===== src/rtl/cpu_pkg.sv =====
// Shared constants and types for the 14-bit CPU fetch/sequencing logic.
package cpu_pkg;
   localparam int PC_W        = 11;
   localparam int INSTR_W     = 14;
   localparam int STACK_DEPTH = 8;
   localparam int SP_W        = $clog2(STACK_DEPTH);

   localparam logic [INSTR_W-1:0] INSTR_NOP = 14'h0000;

   typedef enum logic [1:0] {
      S_FETCH  = 2'd0,
      S_DECODE = 2'd1,
      S_EXEC   = 2'd2
   } fetch_state_t;

   // Wraps naturally at 2^PC_W.
   function automatic logic [PC_W-1:0] pc_inc(input logic [PC_W-1:0] pc);
      return pc + 11'd1;
   endfunction
endpackage


===== src/rtl/instr_fetch_seq_call_stack.sv =====
// Circular return-address stack: overflow overwrites the oldest entry,
// underflow reads the slot below the write pointer; both raise sticky flags.
module call_stack
   import cpu_pkg::*;
(
   input  logic            clk,
   input  logic            rst_n,
   input  logic            push,
   input  logic            pop,
   input  logic [PC_W-1:0] push_data,
   output logic [PC_W-1:0] top,
   output logic            ovf,
   output logic            unf
);
   localparam int CNT_W = $clog2(STACK_DEPTH + 1);
   localparam logic [CNT_W-1:0] SP_FULL = CNT_W'(STACK_DEPTH);
   localparam logic [CNT_W-1:0] SP_ONE  = CNT_W'(1);
   localparam logic [SP_W-1:0]  WP_ONE  = SP_W'(1);

   logic [PC_W-1:0]  mem_r [STACK_DEPTH];
   logic [SP_W-1:0]  wp_r;
   logic [CNT_W-1:0] sp_r;
   logic             ovf_r;
   logic             unf_r;
   logic             full_s;
   logic             empty_s;

   assign full_s  = (sp_r == SP_FULL);
   assign empty_s = (sp_r == {CNT_W{1'b0}});
   assign top     = mem_r[wp_r - WP_ONE];
   assign ovf     = ovf_r;
   assign unf     = unf_r;

   // Pointer, occupancy, storage and sticky error flags; pop wins over push.
   always_ff @(posedge clk or negedge rst_n) begin
      if (!rst_n) begin
         for (int i = 0; i < STACK_DEPTH; i++) begin
            mem_r[i] <= {PC_W{1'b0}};
         end
         wp_r  <= {SP_W{1'b0}};
         sp_r  <= {CNT_W{1'b0}};
         ovf_r <= 1'b0;
         unf_r <= 1'b0;
      end else if (pop) begin
         wp_r <= wp_r - WP_ONE;
         if (empty_s) begin
            unf_r <= 1'b1;
         end else begin
            sp_r <= sp_r - SP_ONE;
         end
      end else if (push) begin
         mem_r[wp_r] <= push_data;
         wp_r        <= wp_r + WP_ONE;
         if (full_s) begin
            ovf_r <= 1'b1;
         end else begin
            sp_r <= sp_r + SP_ONE;
         end
      end else begin
         wp_r <= wp_r;
         sp_r <= sp_r;
      end
   end
endmodule


===== src/rtl/instr_fetch_seq.sv =====
// FETCH -> DECODE -> EXEC sequencer owning the pc, the instruction register
// and the call stack; redirects are honoured only in an unstalled EXEC.
module instr_fetch_seq
   import cpu_pkg::*;
(
   input  logic               clk,
   input  logic               rst_n,
   output logic [PC_W-1:0]    rom_addr_out,
   input  logic [INSTR_W-1:0] rom_data_in,
   output logic [INSTR_W-1:0] ir_out,
   output logic [1:0]         phase_out,
   output logic               ir_valid,
   output logic [PC_W-1:0]    pc_out,
   input  logic               stall,
   input  logic               pc_load,
   input  logic [PC_W-1:0]    pc_load_addr,
   input  logic               stack_push,
   input  logic               stack_pop,
   input  logic               skip,
   output logic               stack_ovf,
   output logic               stack_unf
);
   fetch_state_t       state_r;
   logic [PC_W-1:0]    pc_r;
   logic [INSTR_W-1:0] ir_r;
   logic               ir_valid_r;
   logic               exec_go_s;
   logic               push_s;
   logic               pop_s;
   logic [PC_W-1:0]    stack_top_s;

   // Stack strobes: pop overrides every other redirect in the same EXEC.
   always_comb begin
      exec_go_s = (state_r == S_EXEC) && !stall;
      pop_s     = exec_go_s && stack_pop;
      push_s    = exec_go_s && !stack_pop && stack_push;
   end

   call_stack u_call_stack (
      .clk       (clk),
      .rst_n     (rst_n),
      .push      (push_s),
      .pop       (pop_s),
      .push_data (pc_r),
      .top       (stack_top_s),
      .ovf       (stack_ovf),
      .unf       (stack_unf)
   );

   assign rom_addr_out = pc_r;
   assign pc_out       = pc_r;
   assign ir_out       = ir_r;
   assign phase_out    = state_r;
   assign ir_valid     = ir_valid_r;

   // Sequencer FSM with pc, IR and ir_valid registers.
   always_ff @(posedge clk or negedge rst_n) begin
      if (!rst_n) begin
         state_r    <= S_FETCH;
         pc_r       <= {PC_W{1'b0}};
         ir_r       <= INSTR_NOP;
         ir_valid_r <= 1'b0;
      end else begin
         case (state_r)
            S_FETCH: begin
               ir_r       <= rom_data_in;
               pc_r       <= pc_inc(pc_r);
               ir_valid_r <= 1'b1;
               state_r    <= S_DECODE;
            end
            S_DECODE: begin
               state_r <= S_EXEC;
            end
            S_EXEC: begin
               if (!stall) begin
                  ir_valid_r <= 1'b0;
                  state_r    <= S_FETCH;
                  // A push without a load only saves the return address.
                  if (stack_pop) begin
                     pc_r <= stack_top_s;
                  end else if (pc_load) begin
                     pc_r <= pc_load_addr;
                  end else if (skip && !stack_push) begin
                     pc_r <= pc_inc(pc_r);
                  end else begin
                     pc_r <= pc_r;
                  end
               end else begin
                  state_r <= S_EXEC;
               end
            end
            default: begin
               state_r    <= S_FETCH;
               ir_valid_r <= 1'b0;
            end
         endcase
      end
   end
endmodule


===== config.mk =====
export PLATFORM = sky130hd
export DESIGN_NAME = instr_fetch_seq
export DESIGN_NICKNAME = d
export VERILOG_FILES = /design/src/rtl/cpu_pkg.sv /design/src/rtl/instr_fetch_seq_call_stack.sv /design/src/rtl/instr_fetch_seq.sv
export SDC_FILE = /design/constraint.sdc
export NUM_CORES = 1
export LEC_CHECK = 0
export ABC_AREA = 1
export CORE_UTILIZATION = 50
export DETAILED_ROUTE_END_ITERATION = 10
export PLACE_DENSITY = 0.68
export SLEW_MARGIN = 30
export SYNTH_ARGS = -nofsm -noshare
export SYNTH_HDL_FRONTEND = slang
export SYNTH_SLANG_ARGS = --single-unit

===== constraint.sdc =====
create_clock -name clk -period 5.29 [get_ports clk]
set_input_delay 1.058 -clock clk [delete_from_list [all_inputs] [get_ports clk]]
set_output_delay 1.058 -clock clk [all_outputs]
set_load 0.05 [all_outputs]

==> results.sh, run 1 <==
export IMPL_status="finished clean"
export IMPL_die_w_um=115
export IMPL_synth_area_top_cells="dfrtp_1 (49%), nand2_1 (17%), nand3_1 (7.3%)"
export IMPL_power_total_mw=5.16
export IMPL_post_route_period_util=0.556
export IMPL_post_cts_buffers=0
export IMPL_drc_errors=0
export IMPL_internal_power_mw=2.68
export IMPL_hold_violations=0
export IMPL_clk_latency_ns=0.42
export IMPL_p_comb_frac=0.488
export IMPL_setup_viol_count_final=0
export IMPL_finalNetCount=867
export IMPL_rsz0062_at_grt="false"
export IMPL_ant_nets=0
export IMPL_crit_required_ns=4.23
export IMPL_cts_hold_buf=0
export IMPL_die_area_mm2=0.0132
export IMPL_drive_above_1_share=0.126
export IMPL_antenna_found_initial=0
export IMPL_pin_count=73
export IMPL_post_drt_wl_per_cell_um=16.5
export IMPL_cts_htree_levels=4
export IMPL_layout_commonest_cell="nand2_1"
export IMPL_syn_cell_area_mm2=0.00639
export IMPL_worstPathCellList="clkdlybuf4s50_1"
export IMPL_place_congestion=0.872
export IMPL_crit_family="buffers and inverters"
export IMPL_track_usage=0.278
export IMPL_synth_top_area_cell="dfrtp_1"
export IMPL_grt_max_degree=74
export IMPL_yosysUniqueCellTypes=38
export IMPL_cts_buffers_inserted=17
export IMPL_cp_max_fo=8
export IMPL_hp_class="register to register"
export IMPL_crit_type="register to primary output"
export IMPL_avgSynthCellArea_um2=8.13
export IMPL_hold_ws_ns=0.470
export IMPL_p_per_area_mw_per_mm2=680
export IMPL_netSwitchingPower_mw=2.47
export IMPL_p_sw_frac=0.480
export IMPL_leakagePower_nw=3.51
export IMPL_slowest_delay_ns=0.89
export IMPL_synthArstFlopShare=1.00
export IMPL_path_clk_slew_ns=0.06
export IMPL_cts_tree="yes"
export IMPL_vias=5457
export IMPL_synth_edf_count=0
export IMPL_tightest_slew_ns=0.902
export IMPL_overflow=0
export IMPL_yosys_warnings=0
export IMPL_worstPathArrival_ns=1.88
export IMPL_crit_path_start_kind="register"
export IMPL_rows=40
export IMPL_slew_headroom=0.398
export IMPL_drv_cap=0
export IMPL_p_clk_frac=0.216
export IMPL_ys_flop_type="dfrtp_1"
export IMPL_syn_num_nets=822
export IMPL_vias_per_cell=5.39
export IMPL_cts_buffer_depth=2
export IMPL_grt_pass1_wl_um=27600
export IMPL_peakVddDrop_mv=0.504
export IMPL_dr_pass1_iters=6
export IMPL_grt_pass1_vias=5314
export IMPL_slew_viol_final=0
export IMPL_seq_area_frac_synth=0.490
export IMPL_cts_sinks=125
export IMPL_drt_total_wl_um=16700
export IMPL_crit_path_top_delay_cell="clkdlybuf4s50_1"
export IMPL_cts_root_buf="clkbuf_16"
export IMPL_skew_ns=0.0108
export IMPL_fin_crit_ns=2.94
export IMPL_crit_buf_inv=1
export IMPL_yosysTopAreaCellShare=0.490
export IMPL_hpwlAfterDp_um=10800
export IMPL_synthToLayoutAreaGrowth_pct=18.7
export IMPL_start_util=0.523
export IMPL_cts_repair_resized=0
export IMPL_postSynthCellCount=786
export IMPL_die_h_um=115
export IMPL_seq_power_share=0.296
export IMPL_port_buffers=72
export IMPL_fmax_mhz=340
export IMPL_cp_end_kind="primary output"
export IMPL_drt_iter0_drc=527
export IMPL_ys_ff_latch=125
export IMPL_antenna_cells=0
export IMPL_final_cell_mix="nand2_1 (295), dfrtp_1 (124), nand3_1 (93)"
export IMPL_tns_ns=0
export IMPL_core_mm2=0.0122
-- per-layer routing --
metal | vias to the layer above | GRT usage | share of wire
met5 | - | 0 | 0
met4 | 0 | 0.0935 | 0.018
met3 | 25 | 0.0538 | 0.059
met2 | 191 | 0.439 | 0.47
met1 | 2610 | 0.384 | 0.45
li1 | 2631 | - | -
-- stage by stage --
step           area (um^2)  instances  utilization  setup WS [ns]
2_1_floorplan         6390        786            -           3.13
5_1_grt               7580       1012        0.621           2.29
3_5_place_dp          7020        980        0.574           2.01
6_report              7580       1012        0.621           2.35
4_1_cts               7580       1012        0.621           2.32
3_3_place_gp          7000        980        0.573           2.10
-- sequential cells by signal, indices dropped and copies added, names as in the netlist, 2 cells and up --
register,cells
u_call_stack.sp_r,4
phase_out,2
pc_out,11
ir_out,14
u_call_stack.mem_r,88
u_call_stack.wp_r,3
-- cell type report --
cell class                 instances  area [um^2]
fill                            1064         4630
sequential                       125         3130
multi-input combinational        564         2750
timing repair buffer              77          759
clock buffer                      18          429
tap                              168          210
inverter                          46          178
clock inverter                    14          134
-- path summary, 6_finish.rpt --
path                       depth (start not counted)                endpoint  slack (ns)                 start
min in group asynchronous                          1   u_call_stack.mem_r[3]        0.67                 rst_n
hold reg to reg                                    2        u_call_stack.unf        0.47      u_call_stack.unf
hold / removal                                     2        u_call_stack.unf        0.47      u_call_stack.unf
setup reg to reg                                  11               pc_out[1]        2.67  u_call_stack.wp_r[1]
setup / recovery                                   1               pc_out[2]        2.35             pc_out[2]
max in group asynchronous                          2  u_call_stack.mem_r[65]        3.69                 rst_n
-- power by group through the flow --
stage	sequential [mW]	clock [mW]	combinational, mW
2_1_floorplan	1.82	0	1.51
3_3_place_gp	1.52	0	2.47
3_5_place_dp	1.53	0	2.50
4_1_cts	1.52	1.13	2.51
5_1_grt	1.57	1.17	2.75
6_report	1.53	1.12	2.51
-- cell families (layout without fill, tap and decap cells) --
kind of cell,after synthesis,in the layout,synth area share
AOI/OAI and AO/OA,115,115,0.108
adders and majority gates,4,4,0.00783
and+or+nand+nor,437,437,0.300
xor gates and xnor gates,8,8,0.0110
DFF,125,125,0.490
buffers and inverters,97,155,0.0836
-- synthesized netlist by cell type (8+ instances only) --
cell	number
inv_2	14
dfrtp_1	125
inv_1	30
buf_6	12
buf_4	16
nand2_2	12
o21ai_2	25
nand3_1	93
clkbuf_1	8
nand2_1	295
buf_2	12
nor2_1	19
o21ai_1	75
No activity file was read; power rests on OpenSTA's default activity.
==> run 2, diff against run 1 <==
==> constraint.sdc (replaced) <==
create_clock -name clk -period 3 [get_ports clk]
set_input_delay 0.6 -clock clk [delete_from_list [all_inputs] [get_ports clk]]
set_output_delay 0.6 -clock clk [all_outputs]
set_load 0.05 [all_outputs]
==> run 2 against run 1 <==
  * Clock power grew 74%
  * Critical path depth is the same
  * Utilization grew 0.27 points
  * Hold slack lost 0.37 ns
  * Design area grew 0.43%
  * Highest routed layer unchanged
==> results.sh, run 2 (synthesized netlist as in run 1, its figures left out) <==
export IMPL_status="finished clean"
export IMPL_finalNetCount=873
export IMPL_p_sw_frac=0.472
export IMPL_fin_crit_ns=2.48
export IMPL_post_drt_wl_per_cell_um=16.2
export IMPL_peakVddDrop_mv=0.921
export IMPL_pin_count=73
export IMPL_core_mm2=0.0122
export IMPL_grt_pass1_wl_um=27200
export IMPL_dpl_cell_count=986
export IMPL_final_util=0.624
export IMPL_setup_viol_count_final=0
export IMPL_slew_headroom=0.568
export IMPL_fmax_mhz=403
export IMPL_hp_class="primary input to asynchronous set/reset pin"
export IMPL_placed_cell_area_mm2=0.00706
export IMPL_worstPathCellList="clkdlybuf4s50_1"
export IMPL_drive_above_1_share=0.126
export IMPL_reg2reg_depth=11
export IMPL_crit_required_ns=2.40
export IMPL_cts_htree_levels=4
export IMPL_crit_family="buffers and inverters"
export IMPL_clk_latency_ns=0.42
export IMPL_track_usage=0.272
export IMPL_cts_tree="yes"
export IMPL_rr_endpoint="pc_out[1]"
export IMPL_port_buffers=72
export IMPL_overflow=0
export IMPL_synthToLayoutAreaGrowth_pct=19.2
export IMPL_post_route_period_util=0.828
export IMPL_drc_errors=0
export IMPL_post_cts_buffers=0
export IMPL_crit_path_start_kind="register"
export IMPL_crit_path_top_delay_cell="clkdlybuf4s50_1"
export IMPL_seq_power_share=0.290
export IMPL_ant_nets=0
export IMPL_drv_cap=0
export IMPL_layout_commonest_cell="nand2_1"
export IMPL_power_total_mw=9.20
export IMPL_drt_iter0_drc=480
export IMPL_cp_max_fo=8
export IMPL_start_util=0.523
export IMPL_largest_reg_flops=88
export IMPL_worstPathArrival_ns=1.88
export IMPL_p_clk_frac=0.212
export IMPL_internal_power_mw=4.85
export IMPL_p_per_area_mw_per_mm2=1210
export IMPL_path_clk_slew_ns=0.06
export IMPL_grt_pass1_vias=5391
export IMPL_cp_end_kind="primary output"
export IMPL_cts_root_buf="clkbuf_16"
export IMPL_slowest_delay_ns=0.90
export IMPL_cts_hold_buf=0
export IMPL_grt_max_degree=98
export IMPL_final_area_mm2=0.00762
export IMPL_final_cell_mix="nand2_1 (295), dfrtp_1 (124), nand3_1 (93)"
export IMPL_dr_pass1_iters=5
export IMPL_hold_violations=0
export IMPL_die_h_um=115
export IMPL_r2r_start="u_call_stack.wp_r[1]"
export IMPL_cts_repair_resized=0
export IMPL_antenna_cells=0
export IMPL_instances_no_fill=1018
export IMPL_crit_buf_inv=1
export IMPL_place_congestion=0.846
export IMPL_leakagePower_nw=3.53
export IMPL_hpwlAfterDp_um=10900
export IMPL_netSwitchingPower_mw=4.34
export IMPL_tightest_slew_ns=0.649
export IMPL_vias_per_cell=5.37
export IMPL_cts_buffer_depth=2
export IMPL_largest_register="u_call_stack.mem_r"
export IMPL_cts_sinks=125
export IMPL_crit_type="register to primary output"
export IMPL_drt_total_wl_um=16500
export IMPL_antenna_found_initial=0
export IMPL_skew_ns=0.00564
export IMPL_rows=40
export IMPL_die_w_um=115
export IMPL_slew_viol_final=0
export IMPL_p_comb_frac=0.498
export IMPL_die_area_mm2=0.0132
export IMPL_rsz0062_at_grt="false"
export IMPL_tns_ns=0
export IMPL_vias=5471
export IMPL_cts_buffers_inserted=17
export IMPL_rrSetupSlack_ns=0.75
run 2: changes by cell type in the layout (fill, tap and decap cells not counted), moves of 2 or more:
| cell | previous run | this run |
|---|---|---|
| buf_4 | 5 | 11 |
| inv_6 | 7 | 1 |
| clkinv_2 | 2 | 6 |
| clkbuf_1 | 1 | 3 |
run 2: stage by stage:
step	setup slack (ns)	hold slack, ns
after floorplan	0.842	0.304
after global placement	0.556	0.454
after detailed placement	0.472	0.455
after CTS	0.520	0.117
after global routing	0.490	0.130
final	0.517	0.105
run 2: worst max path at each step:
stage / start / end / slack, ns / cells past startpoint
floorplan: u_call_stack.wp_r[0] / pc_out[0] / 0.84 / 14
global placement: stack_push / u_call_stack.mem_r[30] / 0.56 / 8
detailed placement: stack_push / u_call_stack.mem_r[32] / 0.47 / 8
CTS: pc_out[2] / rom_addr_out[2] / 0.52 / 1
global route: pc_out[2] / rom_addr_out[2] / 0.49 / 1
finish: pc_out[2] / rom_addr_out[2] / 0.52 / 1
run 2: power groups by stage:
stage	logic (mW)	registers (mW)	clock network, mW
floorplan	2.67	3.21	0
global placement	4.47	2.66	0
detailed placement	4.57	2.67	0
CTS	4.60	2.66	1.98
global route	5.01	2.73	2.06
finish	4.58	2.67	1.95
run 2: per-layer routing:
| layer | global-route usage | share of wire | wire (um) |
|---|---|---|---|
| met1 | 0.365 | 0.44 | 7260 |
| met2 | 0.434 | 0.48 | 7960 |
| met3 | 0.0601 | 0.059 | 973 |
| met4 | 0.102 | 0.017 | 276 |
| met5 | 0 | 0 | 0 |
run 2: area by class of cell:
cell class	count	area, um^2
fill	1074	4590
sequential	125	3130
multi-input combinational	564	2730
timing repair buffer	83	813
clock buffer	20	437
tap	168	210
inverter	46	178
clock inverter	12	123
==> run 3, diff against run 2 <==
--- a/config.mk
+++ b/config.mk
@@ -8,7 +8,7 @@
 export ABC_AREA = 1
 export CORE_UTILIZATION = 50
 export DETAILED_ROUTE_END_ITERATION = 10
-export PLACE_DENSITY = 0.68
+export PLACE_DENSITY = 0.71
 export SLEW_MARGIN = 30
 export SYNTH_ARGS = -nofsm -noshare
 export SYNTH_HDL_FRONTEND = slang
==> constraint.sdc (replaced) <==
create_clock -name clk -period 2.2 [get_ports clk]
set_input_delay 0.44 -clock clk [delete_from_list [all_inputs] [get_ports clk]]
set_output_delay 0.44 -clock clk [all_outputs]
set_load 0.05 [all_outputs]
==> run 3 against run 2 <==
  * Clock skew increased by 0.0047 ns
  * Register-to-register slack got worse by 0.55 ns
  * Critical path depth unchanged
  * Clock power is 37% higher
  * Setup slack worse by 0.44 ns
  * Critical endpoint is now pc_out[9]
  * Largest cell class unchanged
==> results.sh, run 3 (synthesized netlist as in run 1, its figures left out) <==
export IMPL_setup_viol_count_final=0
export IMPL_endpoint="pc_out[9]"
export IMPL_peakVddDrop_mv=1.33
export IMPL_placed_cell_area_mm2=0.00721
export IMPL_instances_no_fill=1030
export IMPL_cts_root_buf="clkbuf_16"
export IMPL_tightest_slew_ns=0.660
export IMPL_status="finished clean"
export IMPL_die_h_um=115
export IMPL_worst_slack_ns=0.0743
export IMPL_rr_endpoint="pc_out[1]"
export IMPL_crit_buf_inv=1
export IMPL_final_cell_mix="nand2_1 (295), dfrtp_1 (124), nand3_1 (93)"
export IMPL_num_fill_cells=1054
export IMPL_path_depth=1
export IMPL_dpl_cell_count=1001
export IMPL_hp_class="primary input to asynchronous set/reset pin"
export IMPL_drt_total_wl_um=16400
export IMPL_synthToLayoutAreaGrowth_pct=22.0
export IMPL_tns_ns=0
export IMPL_cts_buffers_inserted=17
export IMPL_final_util=0.638
export IMPL_crit_path_start_kind="register"
export IMPL_vias=5572
export IMPL_path_clk_slew_ns=0.06
export IMPL_multi_input_area_mm2=0.00274
export IMPL_ant_nets=0
export IMPL_dr_pass1_iters=5
export IMPL_hold_ws_ns=0.0501
export IMPL_drt_iter0_drc=407
export IMPL_port_buffers=72
export IMPL_drv_cap=0
export IMPL_core_mm2=0.0122
export IMPL_antenna_cells=0
export IMPL_crit_required_ns=1.76
export IMPL_place_congestion=0.870
export IMPL_drc_errors=0
export IMPL_antenna_found_initial=0
export IMPL_rrSetupSlack_ns=0.20
export IMPL_start_util=0.523
export IMPL_final_area_mm2=0.00779
export IMPL_power_total_mw=12.6
export IMPL_fmax_mhz=470
export IMPL_grt_pass1_vias=5349
export IMPL_crit_type="register to primary output"
export IMPL_rows=40
export IMPL_drive_above_1_share=0.140
export IMPL_cp_end_kind="primary output"
export IMPL_worstPathArrival_ns=1.69
export IMPL_slowest_delay_ns=0.84
export IMPL_cts_buffer_depth=2
export IMPL_fin_crit_ns=2.13
export IMPL_largest_reg_flops=88
export IMPL_cts_hold_buf=0
export IMPL_rsz0062_at_grt="false"
export IMPL_largest_register="u_call_stack.mem_r"
export IMPL_overflow=0
export IMPL_place_ws_ns=0.0459
export IMPL_leakagePower_nw=3.78
export IMPL_p_per_area_mw_per_mm2=1620
export IMPL_post_route_period_util=0.966
export IMPL_slew_headroom=0.560
export IMPL_cts_tree="yes"
export IMPL_track_usage=0.271
export IMPL_slew_viol_final=0
export IMPL_hold_violations=0
export IMPL_cp_max_fo=6
export IMPL_clk_latency_ns=0.42
export IMPL_hpwlAfterDp_um=11300
export IMPL_cts_sinks=125
export IMPL_regArea_mm2=0.00313
export IMPL_worstPathCellList="clkdlybuf4s50_1"
export IMPL_r2r_start="u_call_stack.wp_r[1]"
export IMPL_vias_per_cell=5.41
export IMPL_crit_family="buffers and inverters"
export IMPL_finalNetCount=888
export IMPL_post_drt_wl_per_cell_um=16.0
export IMPL_die_w_um=115
export IMPL_pin_count=73
export IMPL_die_area_mm2=0.0132
export IMPL_layout_commonest_cell="nand2_1"
export IMPL_grt_pass1_wl_um=27000
export IMPL_cts_htree_levels=4
export IMPL_crit_path_top_delay_cell="clkdlybuf4s50_1"
export IMPL_cp_startpoint="pc_out[9]"
export IMPL_reg2reg_depth=10
export IMPL_skew_ns=0.0104
export IMPL_grt_max_degree=51
==> run 3: cell count changes in the layout (fill, tap and decap cells not counted), sizes merged <==
| cell | before | now |
|---|---|---|
| clkdlybuf4s50 | 71 | 53 |
| buf | 12 | 28 |
| dlymetal6s2s | 0 | 12 |
| dlygate4sd2 | 0 | 5 |
| clkinv | 9 | 5 |
| clkbuf | 20 | 22 |
| clkinvlp | 2 | 1 |
==> run 3: how the worst min path moves through the flow <==
stage | endpoint | slack, ns | cells past startpoint
global placement | u_call_stack.unf | 0.45 | 2
finish | u_call_stack.mem_r[3] | 0.05 | 1
detailed placement | u_call_stack.unf | 0.46 | 2
global route | u_call_stack.mem_r[2] | 0.09 | 1
CTS | u_call_stack.mem_r[14] | 0.06 | 1
floorplan | ir_out[0] | 0.14 | 0
==> run 3: layout make-up <==
class                   instances  area share
clock buffers                  22      0.0596
inverters                      46      0.0228
well taps                     168      0.0270
multi-input cells             564       0.351
repair buffers                 98       0.126
flip-flops and latches        125       0.402
clock inverters                 7      0.0117
==> run 3: per-layer routing <==
metal / up-vias / track usage / part of all wire
met5: - / 0 / 0
met3: 23 / 0.0480 / 0.047
met4: 0 / 0.0900 / 0.015
met1: 2683 / 0.370 / 0.45
li1: 2670 / - / -
met2: 196 / 0.438 / 0.49
==> run 3: report_power, final <==
part	switching (mW)	total (mW)	internal, mW
Clock	0.969	2.67	1.70
Sequential	0.572	3.60	3.03
Combinational	4.34	6.33	2.00
Total	5.88	12.6	6.72
==> run 3: timing repair <==
action | 4_1_cts | 5_1_grt
gates resized for setup | 5 | 13
endpoints found under the setup margin | 5 | 16
buffers inserted | 0 | 0
